$ cat config.mk
export PLATFORM = sky130hd
export DESIGN_NAME = uart_tx_serializer
export DESIGN_NICKNAME = d
export VERILOG_FILES = /design/src/rtl/uart_tx_serializer.sv
export SDC_FILE = /design/constraint.sdc
export NUM_CORES = 1
export LEC_CHECK = 0
export CORE_UTILIZATION = 50
export CTS_CLUSTER_SIZE = 8
export DETAILED_ROUTE_END_ITERATION = 7
export DONT_BUFFER_PORTS = 1
export GPL_TIMING_DRIVEN = 0
export HOLD_SLACK_MARGIN = 0.06
export PLACE_DENSITY = 0.75
export SLEW_MARGIN = 40
export SYNTH_ARGS = -nofsm -noshare
export SYNTH_HDL_FRONTEND = slang
export SYNTH_SLANG_ARGS = --single-unit
export TNS_END_PERCENT = 20
$ cat constraint.sdc
create_clock -name clk -period 2.9 [get_ports clk]
set_input_delay 0.29 -clock clk [delete_from_list [all_inputs] [get_ports clk]]
set_output_delay 0.29 -clock clk [all_outputs]
set_load 0.01 [all_outputs]
$ cat src/rtl/uart_tx_serializer.sv
// UART transmit serializer: pops bytes from a FWFT TX FIFO and frames them
// (start, 5-8 data bits LSB first, optional parity, 1/1.5/2 stop) on the 16x baud tick.
module uart_tx_serializer #(
    parameter int OVERSAMPLE = 16
) (
    input  logic       clk,
    input  logic       rst,
    input  logic       baud_pulse_i,
    input  logic [1:0] wls_i,
    input  logic       stb_i,
    input  logic       pen_i,
    input  logic       eps_i,
    input  logic       sp_i,
    input  logic       brk_i,
    input  logic       fifo_empty_i,
    input  logic [7:0] fifo_data_i,
    output logic       fifo_pop_o,
    output logic       tx_o,
    output logic       busy_o
);

    localparam int TW = $clog2(2 * OVERSAMPLE);
    localparam logic [TW-1:0] BIT_LAST    = TW'(OVERSAMPLE - 1);
    localparam logic [TW-1:0] STOP15_LAST = TW'(OVERSAMPLE + OVERSAMPLE / 2 - 1);
    localparam logic [TW-1:0] STOP2_LAST  = TW'(2 * OVERSAMPLE - 1);

    typedef enum logic [2:0] {IDLE, START, DATA, PARITY, STOP} state_t;

    state_t        state, state_n;
    logic [TW-1:0] tick, tick_n, tick_last;
    logic [2:0]    bit_idx, bit_idx_n;
    logic [7:0]    data_q, data_n;
    logic [1:0]    wls_q, wls_n;
    logic          stb_q, stb_n;
    logic          pen_q, pen_n;
    logic          par_q, par_n;
    logic          tx_q, line_n;
    logic          load, tick_done;
    logic [7:0]    word_mask;
    logic          par_in;

    // Parity is resolved at load time from the incoming word and LCR, so the
    // frame carries a single precomputed bit instead of eps/sp.
    always_comb begin
        word_mask = 8'hFF >> (2'd3 - wls_i);
        par_in    = sp_i ? ~eps_i : ((^(fifo_data_i & word_mask)) ^ ~eps_i);
    end

    always_comb begin
        tick_last = BIT_LAST;
        if (state == STOP && stb_q)
            tick_last = (wls_q == 2'b00) ? STOP15_LAST : STOP2_LAST;
        tick_done = (tick == tick_last);
    end

    always_comb begin
        state_n   = state;
        tick_n    = tick;
        bit_idx_n = bit_idx;
        data_n    = data_q;
        wls_n     = wls_q;
        stb_n     = stb_q;
        pen_n     = pen_q;
        par_n     = par_q;
        load      = 1'b0;

        if (baud_pulse_i) begin
            case (state)
                IDLE: begin
                    if (!fifo_empty_i) load = 1'b1;
                end
                START: begin
                    if (tick_done) begin
                        state_n   = DATA;
                        tick_n    = '0;
                        bit_idx_n = '0;
                    end else begin
                        tick_n = tick + TW'(1);
                    end
                end
                DATA: begin
                    if (tick_done) begin
                        tick_n = '0;
                        if (bit_idx == ({1'b0, wls_q} + 3'd4))
                            state_n = pen_q ? PARITY : STOP;
                        else
                            bit_idx_n = bit_idx + 3'd1;
                    end else begin
                        tick_n = tick + TW'(1);
                    end
                end
                PARITY: begin
                    if (tick_done) begin
                        state_n = STOP;
                        tick_n  = '0;
                    end else begin
                        tick_n = tick + TW'(1);
                    end
                end
                STOP: begin
                    if (tick_done) begin
                        tick_n = '0;
                        // Reload straight into START so consecutive frames have no gap.
                        if (!fifo_empty_i) load = 1'b1;
                        else               state_n = IDLE;
                    end else begin
                        tick_n = tick + TW'(1);
                    end
                end
                default: state_n = IDLE;
            endcase
        end

        if (load) begin
            state_n   = START;
            tick_n    = '0;
            bit_idx_n = '0;
            data_n    = fifo_data_i;
            wls_n     = wls_i;
            stb_n     = stb_i;
            pen_n     = pen_i;
            par_n     = par_in;
        end

        case (state_n)
            START:   line_n = 1'b0;
            DATA:    line_n = data_n[bit_idx_n];
            PARITY:  line_n = par_n;
            default: line_n = 1'b1;
        endcase
    end

    always_ff @(posedge clk or posedge rst) begin
        if (rst) begin
            state   <= IDLE;
            tick    <= '0;
            bit_idx <= '0;
            data_q  <= '0;
            wls_q   <= '0;
            stb_q   <= 1'b0;
            pen_q   <= 1'b0;
            par_q   <= 1'b0;
            tx_q    <= 1'b1;
        end else begin
            state   <= state_n;
            tick    <= tick_n;
            bit_idx <= bit_idx_n;
            data_q  <= data_n;
            wls_q   <= wls_n;
            stb_q   <= stb_n;
            pen_q   <= pen_n;
            par_q   <= par_n;
            tx_q    <= brk_i ? 1'b0 : line_n;
        end
    end

    // Reset gates the pop so a held reset never drains the FIFO.
    assign fifo_pop_o = load & ~rst;
    assign tx_o       = tx_q;
    assign busy_o     = (state != IDLE);

endmodule

Word level (Yosys, flattened, before mapping) --
Index checks and enable logic that the tools add are counted.
Operators by class: add/sub/neg operators 4, multipliers 0, divide/modulo/power cells 0, $lt $le $gt $ge 1, eq/ne operators 9, shift-type cells 1, muxes and demuxes 33, bitwise gates (word level) 5, reduce and logical (&&, ||, !) cells 9
Operators with widths (count):
- 2-to-1 mux 3 bit | 14
- 2-to-1 mux 5 bit | 5
- one-hot mux 3 bit (5 select lines) | 1
- == test 3 x 2 -> 1 bit, second input constant | 4
- bitwise AND 8 bit | 1
- 2-to-1 mux 8 bit | 1
- XOR reduction 8 bit | 1
- >> shifter 8 x 2 -> 8 bit, first input constant | 1
- 2-to-1 mux 1 bit | 7
- == test 3 x 1 -> 1 bit, second input constant | 2
- one-hot mux 3 bit (2 select lines) | 1
- adder 5 x 1 -> 5 bit, second input constant | 1
- == test 5 bit | 1
- less-than comparator 3 x 4 -> 1 bit, second input constant | 1
- 2-to-1 mux 4 bit | 1
- nonzero test 2 bit | 2
- OR reduction 4 bit | 1
- adder 2 x 3 -> 3 bit, second input constant | 1
- adder 3 x 1 -> 3 bit, second input constant | 1
- binary-select mux 1 bit (select 3 bit) | 1
- == test 3 bit | 1
- == test 3 bit, second input constant | 1
- logical NOT 3 bit | 1
- one-hot mux 1 bit (3 select lines) | 1
- 9 further kinds | 10
Word-level totals: flip-flop bits (word level) 25, bits in latches 0, bits in writable memories 0, memory bits (read-only) 0, bits of input ports 19, output and inout port bits 3, logic and storage cells 71, memories kept 0

Depth between registers and ports, before layout --
depth after elaboration 12, depth in mapped cells 9, mapped depth without buffers 8

Worst setup path before layout --
No wires, ideal clock.
path type reg-to-reg, start point register tick[0], end point register tx_q, in the netlist tx_o, setup time 0.077 ns, data arrival time 2.159 ns, required time 2.823 ns, setup slack 0.664 ns, stages on the path, launching flop included 9, clock period less this slack 2.236 ns, cell sequence dfrtp_1 -> ha_1 -> and3_1 -> o2111a_1 -> or2_2 -> a21oi_1 -> a211oi_1 -> or4_1 -> a31oi_1
Between the ends: longest elaborated chain between the ends 9, elaborated cells between the ends (all ways) 25, those cells by class eq/ne: 4; mux: 21
Ends and longest elaborated chain:
- start, declared | line 30 | logic [TW-1:0] tick, tick_n, tick_last;
- start signal, assigned | line 146 | tick <= tick_n;
- == test 5 bit * | line 53 | tick_done = (tick == tick_last);
- 2-to-1 mux 1 bit (tied with other cells) | line 101 | if (tick_done) begin
- one-hot mux 1 bit (2 select lines) or one-hot mux 3 bit (2 select lines) (tied branches) | line 68 | case (state)
- 2-to-1 mux 1 bit or 2-to-1 mux 3 bit (tied branches) | line 67 | if (baud_pulse_i) begin
- 2-to-1 mux 8 bit or 2-to-1 mux 3 bit (tied branches) | line 114 | if (load) begin
- binary-select mux 1 bit (select 3 bit) | line 127 | DATA: line_n = data_n[bit_idx_n];
- 2-to-1 mux 1 bit (implied by the code) | line 127
- one-hot mux 1 bit (3 select lines) * | line 125 | case (state_n)
- 2-to-1 mux 1 bit * | line 153 | tx_q <= brk_i ? 1'b0 : line_n;
- end signal, assigned | line 153
- end, declared | line 37 | logic tx_q, line_n;
Every way passes the cells marked *; elsewhere a longest branch is shown, timed or not. The select of a mux whose other input is x is not followed. A chain may end at the register's enable or synchronous reset.

Worst setup path after layout --
start point register tick[0], end point register tx_q, in the netlist tx_o
Between the ends: longest elaborated chain between the ends 9, elaborated cells between the ends (all ways) 25, those cells by class eq/ne: 4; mux: 21
Ends and longest elaborated chain:
- == test 5 bit | line 53
- 2-to-1 mux 1 bit | line 101
- one-hot mux 1 bit (2 select lines) | line 68
- 2-to-1 mux 1 bit | line 67
- 2-to-1 mux 8 bit | line 114
- net data_n[4] | line 32 | logic [7:0] data_q, data_n;
- binary-select mux 1 bit (select 3 bit) | line 127
- 2-to-1 mux 1 bit (implied by the code) | line 127
- one-hot mux 1 bit (3 select lines) | line 125
- 2-to-1 mux 1 bit | line 153
The timed path passes the listed nets, and every way through them passes these cells. The select of a mux whose other input is x is not followed.

==> tab_implementation.tex <==
\begin{tabular}{lr}
\hline
Metric & Value \\
\hline
\multicolumn{2}{l}{\textbf{Status}} \\
Result of the run & finished clean \\
\multicolumn{2}{l}{\textbf{Worst setup path}} \\
Critical path data arrival time & 2830 ps \\
Required arrival time at the worst endpoint & 3140 ps \\
Gate family responsible for the most delay along the worst path & compound AO/OA/AOI/OAI gates \\
Worst setup path category & register to register \\
Critical path's largest stage delay & between 400 and 500 ps \\
Reg2Reg Launch Point & tick[0] \\
CP cell instances & ha\_1 > and4b\_2 > nand2b\_1 > a31oi\_1 > mux2\_2 > mux2\_2 > a311oi\_1 > a31oi\_1 \\
Kind of capture point of the worst setup path & register \\
Slowest cell on crit path & sky130\_fd\_sc\_hd\_\_dfrtp\_1 \\
Largest fanout on the critical path & 5 \\
First element of the critical path & tick[0] \\
Element type at the critical path start & register \\
Bufs and invs on worst path & 0 \\
\multicolumn{2}{l}{\textbf{GRT}} \\
GR Util All Layers & 0.216 \\
Via count of the first global-routing pass & 1306 \\
Pin count of the biggest net entering global routing & 26 \\
Overflow after GRT & 0 \\
Global-route wire length before repair & between 5000 and 6000 um \\
Initial antenna violation count & 0 \\
\multicolumn{2}{l}{\textbf{Route}} \\
Detailed-router iteration count before antenna repair & 5 \\
Post-detailed-route via-to-cell ratio & 5.74 \\
Routed WL per cell & roughly 14 um \\
Starting DRT DRC Count & 49 \\
Post-route DRC & 0 \\
Antenna-violating nets left & 0 \\
Count of vias placed by the detailed router & between 1000 and 1500 \\
Total detailed-routing wirelength & roughly 3300 um \\
\multicolumn{2}{l}{\textbf{Timing}} \\
Post-Route Skew & about 3.6 ps \\
Unrepaired setup endpoints after global routing & no \\
Minimum clock period & approximately 2600 ps \\
Slew Viols, Final & 0 \\
Fraction of the cycle the final worst path needs & 0.891 \\
Transition time at the pin with the least slew margin & 545 ps \\
Max transition margin & 0.634 \\
Setup total negative slack & 0 ps \\
Timing-limited maximum frequency & slightly below 0.4 GHz \\
Final Setup Violations & 0 \\
Final hold violation count & 0 \\
\multicolumn{2}{l}{\textbf{Die}} \\
X dimension of the die & 58.1 um \\
Total core area & 0.00303 mm\^{}2 \\
Die Footprint & around 0.0034 mm\^{}2 \\
Effective utilization at floorplan & 0.520 \\
Number of placed I/O pins & 22 \\
Height of the chip & 58.1 um \\
Placement row count & 20 \\
\multicolumn{2}{l}{\textbf{Power}} \\
Logic gate share of total power & 0.424 \\
Clock network power share & 0.113 \\
P\_leak & about 0.76 nW \\
Net switching power of the design & around 0.52 mW \\
Power density cells & slightly below 800 mW/mm\^{}2 \\
Sequential group share of total power & 0.463 \\
Worst vdd rail ir drop & 0.446 mV \\
Switching part of the total & 0.397 \\
Internal power & 0.795 mW \\
\multicolumn{2}{l}{\textbf{Finish}} \\
Count of antenna diodes in the layout & 0 \\
Count of nets after finishing & 209 \\
Area growth from synthesis to layout & 5.80\% \\
Post-route non-filler standard cell count & 231 \\
Layout filler cell count & 289 \\
Ratio of cells with drive above 1 in the final layout & 0.0909 \\
\multicolumn{2}{l}{\textbf{Yosys}} \\
Mapped Area & 0.00158 mm\^{}2 \\
Mean instance size in the synthesized netlist & 8.66 um\^{}2 \\
Prevailing post-synth register cell & sky130\_fd\_sc\_hd\_\_dfrtp\_1 \\
Proportion of register bits with asynchronous set or reset after synthesis & 1.00 \\
Post-Syn Nets & 203 \\
Sequential fraction of the synthesis area & 0.398 \\
Leading post-synthesis cells by instance count & sky130\_fd\_sc\_hd\_\_nand2\_1 (36), sky130\_fd\_sc\_hd\_\_dfrtp\_1 (24), sky130\_fd\_sc\_hd\_\_nor2\_1 (13), sky130\_fd\_sc\_hd\_\_o21ai\_0 (8), sky130\_fd\_sc\_hd\_\_xnor2\_1 (8) \\
Distinct cells, synth & 49 \\
Leading cell types by total area after synthesis & sky130\_fd\_sc\_hd\_\_dfrtp\_1 (38\%), sky130\_fd\_sc\_hd\_\_nand2\_1 (8.6\%), sky130\_fd\_sc\_hd\_\_xnor2\_1 (4.4\%) \\
Portion of synthesized cell area occupied by the leading cell type & 0.381 \\
Most frequent cell after synthesis & sky130\_fd\_sc\_hd\_\_nand2\_1 \\
Flip-flop and latch count after synthesis & 25 \\
Number of enable-type register cells in the synthesized netlist & 0 \\
Count of mapped cells out of synthesis & about 180 \\
Cell accounting for the most synthesized area & sky130\_fd\_sc\_hd\_\_dfrtp\_1 \\
Number of warnings printed during yosys synthesis & 0 \\
\multicolumn{2}{l}{\textbf{Clock tree}} \\
Clock Pin Slew Worst Setup and Hold Paths & 120 ps \\
Clock net sink count & 25 \\
Deepest level of the CTS H-tree & 1 \\
Root Buffer Master & sky130\_fd\_sc\_hd\_\_clkbuf\_4 \\
Total clock buffers created by CTS & 3 \\
\# resized after CTS & 0 \\
Number of buffers between clock root and the deepest sink & 2 \\
Source-to-sink clock delay at the later pin of the worst-skew pair & approximately 310 ps \\
CTS tree & built \\
\multicolumn{2}{l}{\textbf{Place}} \\
Placed wire-length estimate after detailed placement & 2530 um \\
Weighted congestion reported at the end of routability-driven placement & 0.935 \\
Port-buffer cells & 0 \\
Count of placed standard cells including taps & 226 \\
\multicolumn{2}{l}{\textbf{Hold path}} \\
Worst hold path type & input port to register \\
Min-Delay Startpoint & stb\_i \\
\multicolumn{2}{l}{\textbf{Job}} \\
Max-cap viol count & 0 \\
\hline
\end{tabular}
## logic make-up (layout without fill, tap and decap cells)
group | after synthesis | count (layout) | share of synthesized area
flops | 25 | 25 | 0.398
xor+xnor | 12 | 12 | 0.0667
fa+ha+maj | 2 | 2 | 0.0159
compound gates | 39 | 39 | 0.176
simple gates | 85 | 85 | 0.269
mux | 5 | 5 | 0.0334
buf+inv | 14 | 19 | 0.0405
## placed cells by master (no fill, tap or decap), types with 4 or more instances in the layout
cell type and n:
sky130_fd_sc_hd__a31oi_1 6, sky130_fd_sc_hd__xnor2_1 8, sky130_fd_sc_hd__nand2_1 36, sky130_fd_sc_hd__xor2_1 4, sky130_fd_sc_hd__nand2b_1 4, sky130_fd_sc_hd__nand3_1 6
sky130_fd_sc_hd__and2_1 4, sky130_fd_sc_hd__clkbuf_1 5, sky130_fd_sc_hd__a21oi_1 5, sky130_fd_sc_hd__inv_1 5, sky130_fd_sc_hd__o21ai_0 8, sky130_fd_sc_hd__nor2_1 13
sky130_fd_sc_hd__dfrtp_1 24
## metrics by stage
step | setup slack [ps] | utilization | hold slack, ps | instance area (um^2) | total power, mW
final | 315 | 0.550 | 75.8 | 1670 | 1.32
after global routing | 155 | 0.550 | 63.3 | 1670 | 1.44
after CTS | 324 | 0.550 | 67.2 | 1670 | 1.32
after detailed placement | 360 | 0.538 | 237 | 1630 | 1.17
after global placement | 406 | 0.538 | 399 | 1630 | 1.14
after floorplan | 664 | - | 317 | 1580 | 1.04
## what timing repair did
item | CTS | global route
hold buffers | 1 | 0
buffers inserted | 0 | 0
endpoints found under the hold margin | 24 | 0
## power groups by stage
| stage | clock network [mW] | registers, mW | logic, mW |
|---|---|---|---|
| floorplan | 0 | 0.583 | 0.460 |
| global placement | 0 | 0.609 | 0.530 |
| detailed placement | 0 | 0.617 | 0.552 |
| CTS | 0.155 | 0.608 | 0.557 |
| global route | 0.169 | 0.630 | 0.638 |
| finish | 0.149 | 0.610 | 0.559 |
## worst paths after layout
kind,endpoint,slack [ps],depth (start not counted)
setup reg to reg,tx_o,310,8
hold / removal,stb_q,80,2
max in group asynchronous,tx_o,2080,2
setup / recovery,tx_o,310,8
min in group asynchronous,data_q[7],450,2
hold reg to reg,data_q[3],500,2
## layout make-up
type / instances / area (um^2) / share of cell area
multi-input cells: 143 / 885 / 0.531
flip-flops and latches: 25 / 627 / 0.376
well taps: 44 / 55.1 / 0.0330
plain buffers: 8 / 41.3 / 0.0248
clock buffers: 4 / 26.3 / 0.0158
inverters: 6 / 22.5 / 0.0135
repair buffers: 1 / 10.0 / 0.00601
## flip-flops by register name, summed over array words and instances (netlist names), 2 cells and up
name / flops
wls_q: 2
data_q: 8
state: 3
tick: 5
bit_idx: 3
## metal layers
metal | track usage | wire length, um | part of all wire
met3 | 0.0246 | 173 | 0.053
met5 | 0 | 0 | 0
met2 | 0.368 | 1590 | 0.48
met4 | 0.102 | 74 | 0.023
met1 | 0.272 | 1440 | 0.44
Power figures use the tool's default switching activity.
